==> src/rtl/fifo_arb_pkg.sv <==
// Shared definitions for the FIFO write arbiter and the 16x8 FIFO it feeds.
// Contents:
//   FIFO_DW, FIFO_DEPTH  default data width and depth shared with fifo16_8
//   arb_state_t          arbiter state encoding (IDLE, GNT0, GNT1)
package fifo_arb_pkg;

    localparam int FIFO_DW    = 8;
    localparam int FIFO_DEPTH = 16;

    typedef enum logic [1:0] {
        IDLE = 2'd0,
        GNT0 = 2'd1,
        GNT1 = 2'd2
    } arb_state_t;

endpackage

==> src/rtl/fifo_level_tracker.sv <==
// Saturating occupancy counter for a FIFO, driven by observed writes/reads.
// Ports:
//   clk, rst  clock, synchronous active-high reset
//   inc       an entry was written this cycle
//   dec       an entry was read this cycle
//   level     current occupancy, 0..DEPTH
module fifo_level_tracker #(
    parameter int DEPTH = 16
) (
    input  logic                   clk,
    input  logic                   rst,
    input  logic                   inc,
    input  logic                   dec,
    output logic [$clog2(DEPTH):0] level
);

    localparam int LW = $clog2(DEPTH) + 1;

    // Simultaneous inc and dec cancel; both ends saturate instead of wrapping.
    always_ff @(posedge clk) begin
        if (rst) begin
            level <= '0;
        end else if (inc && !dec && level != LW'(DEPTH)) begin
            level <= level + LW'(1);
        end else if (dec && !inc && level != '0) begin
            level <= level - LW'(1);
        end
    end

endmodule

==> src/rtl/fifo_wr_arbiter.sv <==
// Round-robin write arbiter sharing one FIFO between two valid/ready producers,
// with bounded bursts per grant and a tracked FIFO fill level.
// Ports:
//   clk, rst                      clock, synchronous active-high reset
//   req0_valid/data/ready         producer 0 handshake (ready = beat accepted)
//   req1_valid/data/ready         producer 1 handshake
//   fifo_we, fifo_din             write side of the FIFO
//   fifo_full, fifo_empty         FIFO flags
//   fifo_re                       copy of the FIFO read strobe, for occupancy
//   grant                         one-hot current owner, 00 when idle
//   level                         tracked FIFO occupancy, 0..DEPTH
module fifo_wr_arbiter
    import fifo_arb_pkg::*;
#(
    parameter int DW        = FIFO_DW,
    parameter int DEPTH     = FIFO_DEPTH,
    parameter int MAX_BURST = 4
) (
    input  logic                   clk,
    input  logic                   rst,
    input  logic                   req0_valid,
    input  logic [DW-1:0]          req0_data,
    output logic                   req0_ready,
    input  logic                   req1_valid,
    input  logic [DW-1:0]          req1_data,
    output logic                   req1_ready,
    output logic                   fifo_we,
    output logic [DW-1:0]          fifo_din,
    input  logic                   fifo_full,
    input  logic                   fifo_re,
    input  logic                   fifo_empty,
    output logic [1:0]             grant,
    output logic [$clog2(DEPTH):0] level
);

    localparam logic [3:0] BURST_LAST = 4'(MAX_BURST - 1);

    arb_state_t state, state_nx;
    logic       last, last_nx;
    logic [3:0] burst_cnt, burst_cnt_nx;
    logic       beat0, beat1;
    logic       own_id, own_valid, oth_valid, own_beat;

    // Datapath outputs; reset forces everything quiet even if the state
    // register still holds a grant from before the reset edge.
    always_comb begin
        beat0      = (state == GNT0) & req0_valid & ~fifo_full & ~rst;
        beat1      = (state == GNT1) & req1_valid & ~fifo_full & ~rst;
        req0_ready = beat0;
        req1_ready = beat1;
        fifo_we    = beat0 | beat1;
        fifo_din   = '0;
        grant      = 2'b00;
        if (!rst) begin
            grant = {state == GNT1, state == GNT0};
            if (state == GNT0) fifo_din = req0_data;
            if (state == GNT1) fifo_din = req1_data;
        end
    end

    // NOTE: every variable gets a default before the case so no path leaves
    // one unassigned, which would otherwise infer a latch.
    always_comb begin
        state_nx     = state;
        last_nx      = last;
        burst_cnt_nx = burst_cnt;
        own_id       = (state == GNT1);
        own_valid    = own_id ? req1_valid : req0_valid;
        oth_valid    = own_id ? req0_valid : req1_valid;
        own_beat     = beat0 | beat1;
        unique case (state)
            IDLE: begin
                burst_cnt_nx = '0;
                if (req0_valid && req1_valid) state_nx = last ? GNT0 : GNT1;
                else if (req0_valid)          state_nx = GNT0;
                else if (req1_valid)          state_nx = GNT1;
            end
            GNT0, GNT1: begin
                if (!own_valid || (own_beat && burst_cnt == BURST_LAST)) begin
                    // Hand over without an idle bubble; re-grant self only
                    // when the other side has nothing to send.
                    last_nx      = own_id;
                    burst_cnt_nx = '0;
                    if (oth_valid)      state_nx = own_id ? GNT0 : GNT1;
                    else if (own_valid) state_nx = state;
                    else                state_nx = IDLE;
                end else if (own_beat) begin
                    burst_cnt_nx = burst_cnt + 4'd1;
                end
            end
            default: state_nx = IDLE;
        endcase
    end

    always_ff @(posedge clk) begin
        if (rst) begin
            state     <= IDLE;
            last      <= 1'b1;
            burst_cnt <= '0;
        end else begin
            state     <= state_nx;
            last      <= last_nx;
            burst_cnt <= burst_cnt_nx;
        end
    end

    fifo_level_tracker #(
        .DEPTH (DEPTH)
    ) u_level (
        .clk   (clk),
        .rst   (rst),
        .inc   (fifo_we),
        .dec   (fifo_re & ~fifo_empty),
        .level (level)
    );

endmodule

==> config.mk <==
export PLATFORM = sky130hd
export DESIGN_NAME = fifo_wr_arbiter
export DESIGN_NICKNAME = d
export VERILOG_FILES = /design/src/rtl/fifo_arb_pkg.sv /design/src/rtl/fifo_level_tracker.sv /design/src/rtl/fifo_wr_arbiter.sv
export SDC_FILE = /design/constraint.sdc
export NUM_CORES = 1
export LEC_CHECK = 0
export ABC_AREA = 1
export CORE_MARGIN = 2
export CORE_UTILIZATION = 48
export CTS_CLUSTER_SIZE = 16
export DETAILED_ROUTE_END_ITERATION = 6
export GPL_TIMING_DRIVEN = 0
export PLACE_DENSITY = 0.91
export REMOVE_ABC_BUFFERS = 1
export SYNTH_ARGS = -nofsm -noshare
export SYNTH_HDL_FRONTEND = slang
export SYNTH_HIERARCHICAL = 1
export SYNTH_SLANG_ARGS = --single-unit
==> constraint.sdc <==
create_clock -name clk -period 3.7 [get_ports clk]
set_clock_uncertainty 0.2 [all_clocks]
set_input_delay 0.74 -clock clk [delete_from_list [all_inputs] [get_ports clk]]
set_output_delay 0.74 -clock clk [all_outputs]
set_load 0.005 [all_outputs]
==> key figures, run 1 <==
Run status
  – Status: complete, no violations

STA
  – Max Freq: 0.2989 GHz
  – Rel. slew slack: 0.6780
  – Pins Over Slew Limit: 0
  – Least-Margin Pin Slew: 0.4812 ns
  – Final period utilization: 0.9042
  – Final min period: 3.346 ns
  – Worst setup margin: 0.3544 ns
  – Total negative slack: 0 ns
  – Final hold vios: 0
  – Endpoints failing setup: 0
  – RSZ-0062 raised after global routing: false

Clock network
  – Clk buf depth: 2
  – Max H-tree Level: 1
  – Clk sinks: 12
  – CTS clk-pin slew, worst paths: 0.07 ns
  – Num CTS Buffers: 3
  – Post-CTS Hold Buffers: 0
  – Setup bufs post-CTS: 0
  – CTS tree: yes
  – Gates resized, CTS repair: 0
  – Worst skew pair latency: 0.27 ns
  – CTS Root Cell: clkbuf_4

Synth
  – Cell count after synthesis: 166
  – Top_reg_cell synth: dfxtp_1
  – Unique masters post-synth: 28
  – EDFF count, synth: 0
  – Synth Cell Area: 1146 µm²
  – Post-synthesis sequential area ratio: 0.2096
  – Post-synthesis register bit count: 12
  – Top cell type's share of synthesized area: 0.2096
  – Synth Area per Inst: 6.904 µm²
  – Synthesis Warnings: 6
  – Post-synth top area cell: dfxtp_1
  – Dominant cells by area after synthesis: dfxtp_1 21%, nand2_1 11%, ha_1 8.7%
  – Async SR Flop Fraction: 0

Route
  – Remaining antenna violation count: 0
  – Routed WL: 2633 µm
  – Post-DR wirelength/cell: 11.20 µm
  – Final routed DRC violation total: 0
  – Iteration count of the initial detailed-routing pass: 4
  – Vias: 1209
  – DR iter-0 viols: 16
  – Via/cell ratio: 5.145

Power
  – Power Dens Cells: 638.0 nW/µm²
  – Final Total Pwr: 1.010 mW
  – Static Leakage: 0.7023 nW
  – Peak supply drop: 0.4074 mV

Global routing
  – Vias in the first global route: 1198
  – GRT overflow: 0
  – Initial antenna violation count: 0
  – Total GRT Usage: 0.2199
  – Largest net degree at the start of global routing: 15
  – First-pass GRT wire length: 4657 µm

Setup path
  – Critical Path Start Type: input port
  – FF-to-FF Start: state[0]
  – Critical Path AT: 2.41 ns
  – R2R cell count: 16
  – Most frequent CP cell: clkdlybuf4s50_1
  – CP Max Fanout: 14
  – Critical-path top delay cell: clkdlybuf4s50_1
  – Reg2reg end: u_level/level[4]
  – Crit end category: output port
  – Worst EP required: 2.76 ns
  – Worst Setup Path Type: input port to output port
  – Crit-path max cell delay: 0.55 ns
  – Worst path cell trace: clkdlybuf4s50_1 > inv_2 > nand2_1 > a21oi_2 > clkdlybuf4s50_1
  – Setup slack, reg-to-reg: 0.87 ns

Die
  – Die Area: 2795 µm²
  – Horiz. Die Dim: 52.87 µm
  – FP Rows: 17
  – Die H: 52.87 µm
  – Total core area: 2233 µm²
  – Initial Util: 0.5132
  – Number of I/O pins: 41

Place
  – Port bufs: 40
  – Post-Place Worst Slack: 0.2143 ns
  – Post-Place Cells: 232
  – GP Congestion: 0.8641
  – Final HPWL DP: 2194 µm

Hold path
  – Hold WC Path Type: flip-flop to flip-flop
  – Worst Min Path Start: last
  – Worst hold endpoint: last
  – Hold depth: 2

Layout
  – Share of cells above drive strength 1: 0.1546
  – Fin nets: 241
  – Final Instance Count excl. Fillers: 235
  – Layout area overhead: 38.10%
  – Core Util, Final: 0.7087
  – N_diodes: 0

Run
  – Max-Cap Viols: 0
-- worst max path at each step --
stage,depth (start not counted),endpoint,from
detailed placement,16,u_level/level[4],rst
floorplan,15,u_level/level[4],rst
finish,5,fifo_we,rst
global route,5,fifo_we,rst
global placement,16,u_level/level[4],rst
CTS,5,fifo_we,rst
-- logic make-up after synthesis --
kind of cell / synth area share
simple gates: 0.4170
buf+inv: 0.1212
compound gates: 0.1321
flops: 0.2096
fa+ha+maj: 0.1048
xor+xnor: 0.01529
-- stage by stage --
step / area, µm² / hold WS, ns
3_3_place_gp: 1560 / 0.2407
4_1_cts: 1583 / 0.2662
5_1_grt: 1583 / 0.2936
2_1_floorplan: 1125 / 0.2285
6_report: 1583 / 0.2670
3_5_place_dp: 1560 / 0.2482
-- flip-flops by register name, indices dropped and copies added, names as in the netlist --
register	count
burst_cnt	4
last	1
state	2
u_level/level	5
-- cells in the final DEF, fill, tap and decap left out, drive strengths merged --
cell           Yosys  routed
nor3               1       1
a21o               1       1
nand3b             1       1
xor2               1       1
xnor2              1       1
ha                 8       8
nand4              2       2
dfxtp             12      12
clkbuf             1       3
clkinv             2       2
nand2             44      44
fa                 1       1
inv               24      24
clkdlybuf4s50      0      40
nor2              26      26
a32o               8       8
bufinv             1       1
nand3             19      19
o21ai              5       5
a21oi              7       7
-- cell type report --
| class | count | area (µm²) |
|---|---|---|
| clock buffers | 3 | 22.52 |
| fillers | 189 | 650.6 |
| inverters | 27 | 117.6 |
| multi-input cells | 125 | 767.0 |
| flip-flops and latches | 12 | 240.2 |
| well taps | 28 | 35.03 |
| repair buffers | 40 | 400.4 |
-- report_power, final --
group	switching (mW)	leakage (nW)	internal, mW	total [mW]
Clock	0.0419	0.0138	0.0377	0.0796
Sequential	0.0428	0.0983	0.170	0.212
Combinational	0.386	0.590	0.332	0.718
-- critical path, delay by kind of cell --
kind,cells,cell delay [ns]
AOI/OAI and AO/OA,1,0.25
buffers and inverters,3,1.25
and+or+nand+nor,1,0.16
-- metal layers --
metal / part of all wire / global-route usage
met1: 0.44 / 0.2629
met2: 0.49 / 0.4000
met3: 0.058 / 0.03390
met4: 0.013 / 0.06410
met5: 0 / 0
-- synth_stat cells, types with 2 or more instances --
master    count
ha_1          8
nand2_2       7
o21ai_0       4
dfxtp_1      12
clkinv_2      2
inv_2         2
nand4_1       2
inv_1        22
a32o_1        8
nand3_1      14
nor2_1       19
a21oi_1       6
nand2_1      33
nand3_2       5
nor2_2        6
nand2_4       4
Note: power is estimated with default switching activity, not from simulation.
==> run 2: changes to the inputs <==
--- a/config.mk
+++ b/config.mk
@@ -6,13 +6,13 @@
 export NUM_CORES = 1
 export LEC_CHECK = 0
 export ABC_AREA = 1
-export CORE_MARGIN = 2
 export CORE_UTILIZATION = 48
 export CTS_CLUSTER_SIZE = 16
 export DETAILED_ROUTE_END_ITERATION = 6
 export GPL_TIMING_DRIVEN = 0
 export PLACE_DENSITY = 0.91
 export REMOVE_ABC_BUFFERS = 1
+export SKIP_CTS_REPAIR_TIMING = 1
 export SYNTH_ARGS = -nofsm -noshare
 export SYNTH_HDL_FRONTEND = slang
 export SYNTH_HIERARCHICAL = 1
==> key figures, run 2 (synthesized netlist as in run 1, its figures left out) <==
Setup path
  – Critical-path top delay cell: clkdlybuf4s50_1
  – Most frequent CP cell: clkdlybuf4s50_1
  – Worst EP required: 2.76 ns (about the same)
  – Critical Path AT: 2.43 ns (+0.02 ns)
  – FF-to-FF Start: state[0]
  – Crit path from: rst
  – Crit-path max cell delay: 0.55 ns (about the same)
  – Bufs and invs on worst path: 3 (unchanged)
  – Worst path cell trace: clkdlybuf4s50_1 > inv_2 > nand2_1 > a21oi_2 > clkdlybuf4s50_1
  – Worst Setup Path Type: input port to output port
  – Crit end category: output port
  – Top delay family on crit path: buffers and inverters
  – Critical Path Start Type: input port
  – CP Max Fanout: 14 (unchanged)

Power
  – Peak supply drop: 0.4971 mV (+22%)
  – Power Dens Cells: 646.5 nW/µm² (+1.3%)
  – Static Leakage: 0.7095 nW (+1.0%)

Clock network
  – Num CTS Buffers: 3 (unchanged)
  – Worst skew pair latency: 0.27 ns (about the same)
  – Clk sinks: 12 (unchanged)
  – Clk buf depth: 2 (unchanged)
  – CTS tree: yes
  – CTS Root Cell: clkbuf_4
  – Max H-tree Level: 1 (unchanged)
  – CTS clk-pin slew, worst paths: 0.08 ns (about the same)

Die
  – Total core area: 2233 µm² (unchanged)
  – FP Rows: 17 (unchanged)
  – Horiz. Die Dim: 50.87 µm (-3.8%)
  – Die Area: 2587 µm² (-7.4%)
  – Die H: 50.87 µm (-3.8%)
  – Number of I/O pins: 41 (unchanged)
  – Initial Util: 0.5132 (unchanged)

Global routing
  – First-pass GRT wire length: 4402 µm (-5.5%)
  – Initial antenna violation count: 0 (unchanged)
  – Largest net degree at the start of global routing: 15 (unchanged)
  – Vias in the first global route: 1157 (-3.4%)
  – Total GRT Usage: 0.2246 (+0.004734)
  – GRT overflow: 0 (unchanged)

Layout
  – Layout area overhead: 39.30%
  – Share of cells above drive strength 1: 0.1587 (+0.004064)
  – Fin nets: 241 (unchanged)
  – Commonest non-fill, non-tap cell in the layout: clkdlybuf4s50_1
  – Final Instance Count excl. Fillers: 236 (+0.43%)
  – Top flop regs: u_level/level: 5 flops, burst_cnt: 4 flops, state: 2 flops
  – Number of flip-flops in the largest register: 5 (unchanged)
  – N_diodes: 0 (unchanged)
  – Most frequent cells in the layout: 40 x clkdlybuf4s50_1, 33 x nand2_1, 22 x inv_1
  – Biggest register: u_level/level

STA
  – Final hold vios: 0 (unchanged)
  – Final period utilization: 0.9117 (+0.007474)
  – Max Freq: 0.2965 GHz (-0.82%)
  – RSZ-0062 raised after global routing: false
  – Endpoints failing setup: 0 (unchanged)
  – Rel. slew slack: 0.6717 (-0.006334)
  – Final min period: 3.373 ns (+0.02765 ns)
  – Least-Margin Pin Slew: 0.4907 ns (+0.009467 ns)
  – Total negative slack: 0 ns (unchanged)
  – Pins Over Slew Limit: 0 (unchanged)

Place
  – Final HPWL DP: 2162 µm (-1.5%)
  – GP Congestion: 0.8394 (-2.9%)
  – Post-Place Cells: 232 (unchanged)
  – Port bufs: 40 (unchanged)

Route
  – DR iter-0 viols: 18 (+2)
  – Iteration count of the initial detailed-routing pass: 4 (unchanged)
  – Routed WL: 2679 µm (+1.7%)
  – Via/cell ratio: 5.174 (+0.56%)
  – Remaining antenna violation count: 0 (unchanged)
  – Vias: 1221 (+0.99%)
  – Final routed DRC violation total: 0 (unchanged)
  – Post-DR wirelength/cell: 11.35 µm (+1.3%)

Hold path
  – Hold WC Path Type: flip-flop to flip-flop
  – Worst Min Path Start: last

Run
  – Max-Cap Viols: 0 (unchanged)

Run status
  – Status: complete, no violations
## run 2: changes by cell type in the layout (fill, tap and decap cells not counted), sizes merged
cell / delta
clkbuf: +1
## run 2: worst register-to-register path: stages, from the launching register on
cell     delay (ns)
dfxtp_1        0.36
inv_1          0.10
ha_1           0.34
nand2_2        0.13
a21oi_2        0.27
inv_1          0.11
nor2_4         0.12
nand2_4        0.10
fa_1           0.45
inv_1          0.08
nor2_1         0.04
nor2_1         0.08
nand3_1        0.08
nand3_2        0.09
nand2_1        0.05
nand2_1        0.07
nor2_2         0.03
## run 2: metal layers
metal	part of all wire	global-route usage	vias to the layer above
li1	-	-	626
met2	0.50	0.4311	42
met4	0.0090	0.07407	0
met3	0.054	0.02976	4
met1	0.43	0.2509	549
met5	0	0	-
## run 2: report_power, final
part | switching [mW] | leakage [nW] | internal [mW]
logic | 0.383 | 0.590 | 0.332
registers | 0.0435 | 0.0983 | 0.170
clock network | 0.0447 | 0.0210 | 0.0598
## run 2: stage by stage
step                power, mW  area, µm²  worst slack, ns  hold WS, ns    util
global placement       0.8894       1560           0.2752       0.2418  0.6986
global route            1.128       1597           0.2100       0.3426  0.7148
finish                  1.032       1597           0.3268       0.3030  0.7148
detailed placement     0.9268       1560           0.2218       0.2709  0.6986
CTS                     1.037       1597           0.3260       0.3044  0.7148
floorplan              0.7222       1125           0.9719       0.2285       -
## run 2: final timing paths
kind / to / slack, ns / cells past startpoint
setup / recovery: fifo_we / 0.33 / 5
setup reg to reg: u_level/level[4] / 0.88 / 16
hold / removal: last / 0.30 / 2
hold reg to reg: last / 0.30 / 2
## run 2: final cells by class
cell class	count	area [µm²]
multi-input combinational	125	767.0
fill	174	636.9
timing repair buffer	40	400.4
sequential	12	240.2
inverter	27	117.6
clock buffer	4	36.28
tap	28	35.03
